==> src/rtl/brick_collider.sv <==
// brick_collider
//   Requester in front of the brick status store. Each ball position is mapped
//   to a brick cell of a COLS x ROWS grid. When the position is inside the field,
//   one check_status transaction is run against the store, and deletion is requested
//   if the brick is present. The result goes to the ball controller as a hit or miss
//   pulse, and the module keeps a count of the bricks that remain.
//
// Ports
//   clock, resetn        system clock, asynchronous active-low reset
//   ball_x[7:0]          ball pixel x
//   ball_y[6:0]          ball pixel y
//   ball_valid           one-cycle strobe for a new ball position
//   loading              store is initialising bricks (reload count, abort, clear error)
//   ld_status            store status register load strobe
//   brick_status         store read data, valid while ld_status = 1
//   done_sig             store transaction complete pulse
//   brick_address[5:0]   row*COLS+col, stable from REQ through REPORT
//   check_status         one-cycle request pulse to the store
//   delete_brick         combinational delete request on the first ld_status of a request
//   busy                 high in every state except IDLE
//   hit, miss            one-cycle result pulses, mutually exclusive
//   hit_col[3:0]         grid column of the last reported in-field position
//   hit_row[2:0]         grid row of the last reported in-field position
//   bricks_left[5:0]     bricks remaining
//   field_clear          bricks_left == 0
//   timeout_err          sticky: the store never answered a request
//   state_dbg[2:0]       current FSM state, for observation
//
// Store handshake: check_status is a single-cycle request and cannot be
// withdrawn. The store answers with one or more ld_status strobes. Only the first
// strobe carries the read data of interest. The transaction ends with one done_sig
// pulse. done_sig is ignored unless a request is outstanding (state WAIT).
// If done_sig and the timeout arrive in the same cycle, done_sig wins.
module brick_collider #(
  parameter int COLS         = 10,
  parameter int ROWS         = 6,
  parameter int FIELD_X0     = 0,
  parameter int FIELD_Y0     = 16,
  parameter int BRICK_W_LOG2 = 4,
  parameter int BRICK_H_LOG2 = 3,
  parameter int TIMEOUT      = 15
) (
  input  logic       clock,
  input  logic       resetn,
  input  logic [7:0] ball_x,
  input  logic [6:0] ball_y,
  input  logic       ball_valid,
  input  logic       loading,
  input  logic       ld_status,
  input  logic       brick_status,
  input  logic       done_sig,
  output logic [5:0] brick_address,
  output logic       check_status,
  output logic       delete_brick,
  output logic       busy,
  output logic       hit,
  output logic       miss,
  output logic [3:0] hit_col,
  output logic [2:0] hit_row,
  output logic [5:0] bricks_left,
  output logic       field_clear,
  output logic       timeout_err,
  output logic [2:0] state_dbg
);

  typedef enum logic [2:0] {
    S_IDLE   = 3'd0,
    S_MAP    = 3'd1,
    S_REQ    = 3'd2,
    S_WAIT   = 3'd3,
    S_REPORT = 3'd4
  } state_t;

  localparam int         CW    = $clog2(TIMEOUT + 1);
  localparam logic [5:0] TOTAL = 6'(COLS * ROWS);

  state_t          state, state_next;
  logic [7:0]      pos_x, pend_x;
  logic [6:0]      pos_y, pend_y;
  logic            pend_valid;
  logic [3:0]      col_q;
  logic [2:0]      row_q;
  logic [5:0]      addr_q;
  logic [CW-1:0]   wait_cnt;
  logic            seen_ld, seen_status;
  logic            timeout_hit;

  // Field mapping. The top bit of each difference is the borrow, which means the
  // position lies above or left of the field.
  logic [8:0] dx;
  logic [7:0] dy;
  logic [7:0] col_raw;
  logic [6:0] row_raw;
  logic [5:0] map_addr;
  logic       in_field;

  assign dx       = {1'b0, pos_x} - 9'(FIELD_X0);
  assign dy       = {1'b0, pos_y} - 8'(FIELD_Y0);
  assign col_raw  = dx[7:0] >> BRICK_W_LOG2;
  assign row_raw  = dy[6:0] >> BRICK_H_LOG2;
  assign in_field = !dx[8] && !dy[7] && (32'(col_raw) < COLS) && (32'(row_raw) < ROWS);
  assign map_addr = 6'(32'(row_raw) * COLS + 32'(col_raw));

  assign timeout_hit   = (wait_cnt == CW'(TIMEOUT));
  assign brick_address = addr_q;
  assign field_clear   = (bricks_left == 6'd0);
  assign state_dbg     = state;

  always_ff @(posedge clock or negedge resetn) begin
    if (!resetn) state <= S_IDLE;
    else         state <= state_next;
  end

  always_comb begin
    state_next   = state;
    check_status = 1'b0;
    delete_brick = 1'b0;
    hit          = 1'b0;
    miss         = 1'b0;
    busy         = (state != S_IDLE);
    case (state)
      S_IDLE:   if (ball_valid || pend_valid) state_next = S_MAP;
      S_MAP:    state_next = in_field ? S_REQ : S_REPORT;
      S_REQ: begin
        check_status = 1'b1;
        state_next   = S_WAIT;
      end
      S_WAIT: begin
        // Later ld_status strobes are the store reloading after a delete.
        delete_brick = ld_status && !seen_ld && brick_status;
        if (done_sig || timeout_hit) state_next = S_REPORT;
      end
      S_REPORT: begin
        hit        = seen_status;
        miss       = !seen_status;
        state_next = S_IDLE;
      end
      default:  state_next = S_IDLE;
    endcase
    if (loading) state_next = S_IDLE;
  end

  always_ff @(posedge clock or negedge resetn) begin
    if (!resetn) begin
      pos_x       <= '0;
      pos_y       <= '0;
      pend_x      <= '0;
      pend_y      <= '0;
      pend_valid  <= 1'b0;
      col_q       <= '0;
      row_q       <= '0;
      addr_q      <= '0;
      wait_cnt    <= '0;
      seen_ld     <= 1'b0;
      seen_status <= 1'b0;
      hit_col     <= '0;
      hit_row     <= '0;
      bricks_left <= TOTAL;
      timeout_err <= 1'b0;
    end else if (loading) begin
      bricks_left <= TOTAL;
      timeout_err <= 1'b0;
      pend_valid  <= 1'b0;
    end else begin
      // One-deep pending slot. A newer strobe overwrites an older one.
      if (state != S_IDLE && ball_valid) begin
        pend_valid <= 1'b1;
        pend_x     <= ball_x;
        pend_y     <= ball_y;
      end
      case (state)
        S_IDLE: begin
          if (ball_valid) begin
            pos_x      <= ball_x;
            pos_y      <= ball_y;
            pend_valid <= 1'b0;
          end else if (pend_valid) begin
            pos_x      <= pend_x;
            pos_y      <= pend_y;
            pend_valid <= 1'b0;
          end
        end
        S_MAP: begin
          seen_status <= 1'b0;
          if (in_field) begin
            col_q  <= col_raw[3:0];
            row_q  <= row_raw[2:0];
            addr_q <= map_addr;
          end
        end
        S_REQ: begin
          wait_cnt <= '0;
          seen_ld  <= 1'b0;
        end
        S_WAIT: begin
          if (ld_status && !seen_ld) begin
            seen_ld     <= 1'b1;
            seen_status <= brick_status;
          end
          if (!done_sig) begin
            if (timeout_hit) begin
              timeout_err <= 1'b1;
              seen_status <= 1'b0;   // an unanswered request is reported as a miss
            end else begin
              wait_cnt <= wait_cnt + CW'(1);
            end
          end
        end
        S_REPORT: begin
          hit_col <= col_q;
          hit_row <= row_q;
          if (seen_status && bricks_left != 6'd0) bricks_left <= bricks_left - 6'd1;
        end
        default: ;
      endcase
    end
  end

endmodule

==> config.mk <==
export PLATFORM = sky130hd
export DESIGN_NAME = brick_collider
export DESIGN_NICKNAME = d
export VERILOG_FILES = /design/src/rtl/brick_collider.sv
export SDC_FILE = /design/constraint.sdc
export NUM_CORES = 1
export LEC_CHECK = 0
export ABC_AREA = 1
export CAP_MARGIN = 5
export CORE_MARGIN = 3
export CORE_UTILIZATION = 65
export DETAILED_ROUTE_END_ITERATION = 6
export DONT_BUFFER_PORTS = 1
export GPL_TIMING_DRIVEN = 0
export PLACE_DENSITY = 0.8
export SETUP_SLACK_MARGIN = 0.02
export SYNTH_ARGS = -nofsm -noshare
export SYNTH_HDL_FRONTEND = slang
export SYNTH_SLANG_ARGS = --single-unit
==> constraint.sdc <==
create_clock -name clock -period 6.4 [get_ports clock]
set_clock_uncertainty 0.1 [all_clocks]
set_input_delay 1.28 -clock clock [delete_from_list [all_inputs] [get_ports clock]]
set_output_delay 1.28 -clock clock [all_outputs]
set_load 0.02 [all_outputs]
* Word level (Yosys, flattened, before mapping)
Cells that the tools add are included.
Storage, ports and cells: output and inout bits 29, bits of input ports 22, word-level logic and storage cells 101, flip-flop bits (word level) 67
Cells by class: bitwise operators 1, reduce and logical (&&, ||, !) cells 32, muxes and demuxes 34, multipliers 1, equal/unequal tests 11, add/sub/neg operators 4, magnitude comparators 2
Operator list (count):
- $mux 6 | 3
- $mux 1 | 17
- $mux 8 | 2
- $mux 7 | 2
- $reduce_bool 2->1 | 7
- $mux 3 | 4
- $pmux 3 s4 | 1
- $reduce_and 3->1 | 4
- $reduce_and 2->1 | 5
- $mux 4 | 2
- $ne 2x2->1 const B | 4
- $pmux 4 s2 | 1
- $sub 7x5->8 const B | 1
- $add 6x4->6 | 1
- $eq 3x2->1 const B | 2
- $logic_and 1x1->1 | 6
- $logic_not 6->1 | 1
- $ne 3x3->1 const B | 2
- $reduce_bool 6->1 | 1
- $sub 6x1->6 const B | 1
- $mul 4x3->5 const B | 1
- $add 4x1->4 const B | 1
- $eq 4x4->1 const B | 1
- $lt 4x3->1 const B | 1
- 10 further kinds | 14

* Logic depth before layout (Yosys ltp)
depth after elaboration 7, depth in mapped cells 14, mapped depth without buffers 14

* Worst setup path after synthesis
Ideal clock, no wire load.
path kind input to output, from in ld_status, to out delete_brick, required time 5.020 ns, stages on the path 4, data arrival time 1.669 ns, slack 3.351 ns, buffers on the path 0, cells stage by stage inv_1 -> nor2_1 -> nand3_1 -> inv_1
Between the ends: cells in the longest elaborated chain, start to end 3
Ends and longest elaborated chain:
- from (decl) | line 49 | input logic ld_status,
- $logic_and 1x1->1 (2 in series) | line 130 | delete_brick = ld_status && !seen_ld && brick_status;
- $mux 1 | line 121 | case (state)
- to (decl) | line 54 | output logic delete_brick,
No other way between the ends.

* Final worst setup path
Same ends and word-level chain as after synthesis.

==> results by group <==
Timing
  • RSZ-0062 raised after global routing: no
  • # setup viols final: 0
  • Slew HR: 68.4%
  • Final worst-path cycle share: 48.4%
  • Achievable Freq: 323 MHz
  • Final slew viol count: 0
  • Worst Tran Pin Value: 0.473 ns
  • Min cycle time layout: 3.10 ns
  • Final hold vios: 0
  • Setup TNS: 0 ns

Synthesis
  • Asr flop ratio synth: 100%
  • Number of flops mapped to enable cells by yosys: 0
  • Syn Inst Count: 326
  • Yosys cell types: 34
  • Synth warn: 0
  • Syn Area/Cell: 8.49 um2
  • Post-Syn Nets: 358
  • Top FF cell, synth: dfrtp_1
  • Synthesized cell area: 2770 um2
  • Synth Register Bits: 52
  • Seq/Total Area, Yosys: 47.2%

Route
  • Vias per cell: 5.47
  • Initial DRT Pass Iterations: 6
  • Via Count: 2,100
  • Routed len/inst: 13.4 um
  • # DRC: 0
  • Final ANT Viol Nets: 0
  • WL final: 5.15 mm
  • Initial DRC count: 122

GRT
  • GRT Util Overall: 22.0%
  • Initial antenna violation count: 0
  • Vias in the first global route: 2,051
  • First-pass GRT wire length: 8.95 mm
  • Pin count of the biggest net entering global routing: 53
  • Total gr overflow: 0

Floorplanning
  • Core Region: 4060 um2
  • IO Count: 51
  • Die height: 71.3 um
  • Starting Density: 68.2%
  • DIE WIDTH: 71.3 um
  • Num rows: 23
  • Full die area: 5080 um2

Placement
  • HPWL reported at the end of detailed placement: 3.89 mm
  • # port buffers: 0
  • Placer Congestion: 0.823

Run
  • Max-cap violations: 0

Setup path
  • Req. time, crit path: 5.02 ns
  • Crit-path max FO: 2
  • CP arrival: 1.72 ns
  • Kind of critical path: primary input to output port
  • Worst Setup Start Kind: primary input
  • Crit end category: output port

Power and ir drop
  • P_leak: 1.50 nW
  • VDD IR max: 232 uV
  • PwrDens: 446 nW/um2

Layout
  • Layout cells sized above 1: 14.1%
  • N_diodes: 0
  • Post-Route Utilization: 72.0%
  • Final net count: 365
  • Layout area overhead: 5.51%

Clock network
  • Clock Sinks: 52
  • Post-CTS Hold Buffers: 0
  • Skew-Pair Late Insertion Delay: 0.30 ns
  • Post-cts repair resize count: 0
  • Root Buffer: clkbuf_8
  • # H-tree levels: 2
  • TritonCTS clock tree: done
  • CTS Buf Count: 5
  • Worst-path clk slew: 0.08 ns
  • Setup Buffers After CTS: 0
  • Clock buffer depth: 2

Status
  • Outcome: finished clean

Hold path
  • Tightest Hold Check Type: flip-flop to flip-flop
[per-stage QoR]
stage	cell area [um2]	hold WS, ns	cells	setup slack [ns]	power (mW)
finish	2920	0.374	384	3.30	1.30
CTS	2920	0.379	384	3.30	1.31
detailed placement	2830	0.359	376	3.30	1.12
global route	2920	0.398	384	3.20	1.42
global placement	2830	0.354	376	3.32	1.09
floorplan	2770	0.338	326	3.35	1.00
[worst max-delay path: stages]
cell and delay [ns]:
inv_1 0.03, nor2_1 0.11, nand3_1 0.12, inv_1 0.18
[Yosys cell counts (4+ instances only)]
cell type | number | area share, %
nand4_1 | 13 | 2.9
dfstp_2 | 4 | 3.8
o211ai_1 | 4 | 1.1
a21oi_1 | 9 | 1.6
dfrtp_1 | 48 | 43
o21ai_1 | 13 | 2.3
buf_2 | 4 | 0.72
o21ai_0 | 14 | 2.5
inv_1 | 37 | 5.0
nand2_1 | 81 | 11
ha_1 | 9 | 4.1
xor2_1 | 4 | 1.3
nor2_1 | 26 | 3.5
nand3_1 | 18 | 3.3
mux2_2 | 7 | 2.8
[routing by layer]
metal  up-vias  wire length [um]  global-route usage, %
met5         -                 0                      0
met3         6               295                   5.61
met1       969              2300                   28.0
li1       1072                 -                      -
met4         0                61                   6.05
met2        53              2490                   37.2
[flip-flops by register name, indices dropped and copies added, names as in the netlist, 4 cells and up]
signal	cells
brick_address	5
pend_y	4
col_q	4
wait_cnt	4
pend_x	4
bricks_left	6
pos_x	4
hit_col	4
pos_y	4
[worst paths after layout]
kind                                start          endpoint  slack [ns]  cells after the start
worst min-delay path             row_q[2]          row_q[2]        0.37                      2
max in group asynchronous          resetn    bricks_left[4]        5.46                      0
worst max-delay path            ld_status      delete_brick        3.30                      4
worst min register to register   row_q[2]          row_q[2]        0.37                      2
min in group asynchronous          resetn        hit_col[1]        0.55                      0
worst max register to register   pos_y[4]  brick_address[4]        4.16                     10
[cell type report]
class                      instances  area (um2)
inverter                          40         150
clock buffer                       8        90.1
multi-input combinational        224        1240
tap                               50        62.6
fill                             321        1140
buffer                            10        68.8
sequential                        52        1310
[cell families (layout without fill, tap and decap cells)]
kind of cell               after synthesis  count (layout)  synth area share, %
AOI/OAI and AO/OA                       44              44                 8.72
xor gates and xnor gates                 6               6                 1.90
adders and majority gates               10              10                 4.79
buffers and inverters                   50              58                 7.91
DFF                                     52              52                 47.2
muxes                                    7               7                 2.85
and+or+nand+nor                        157             157                 26.7
[cells in the final DEF (no fill, tap or decap), types with 2 or more instances in the layout]
cell type   n
nand2_1    81
dfrtp_1    48
inv_1      37
nor2_1     26
nand3_1    18
o21ai_0    14
nand4_1    13
o21ai_1    13
a21oi_1     9
ha_1        9
mux2_2      7
clkbuf_8    6
xor2_1      4
buf_2       4
o211ai_1    4
dfstp_2     4
inv_2       3
nor2_4      3
nand2_2     3
nor2_2      3
buf_4       3
nand3_2     3
clkbuf_1    3
nand2_4     2
buf_6       2
xnor2_1     2
nor3_1      2
[power breakdown]
| part | internal, mW | leakage, nW | switching, mW |
|---|---|---|---|
| clock | 0.0883 | 0.0455 | 0.101 |
| combinational | 0.212 | 0.797 | 0.323 |
| sequential | 0.441 | 0.656 | 0.137 |
No activity file was read; power rests on OpenSTA's default activity.
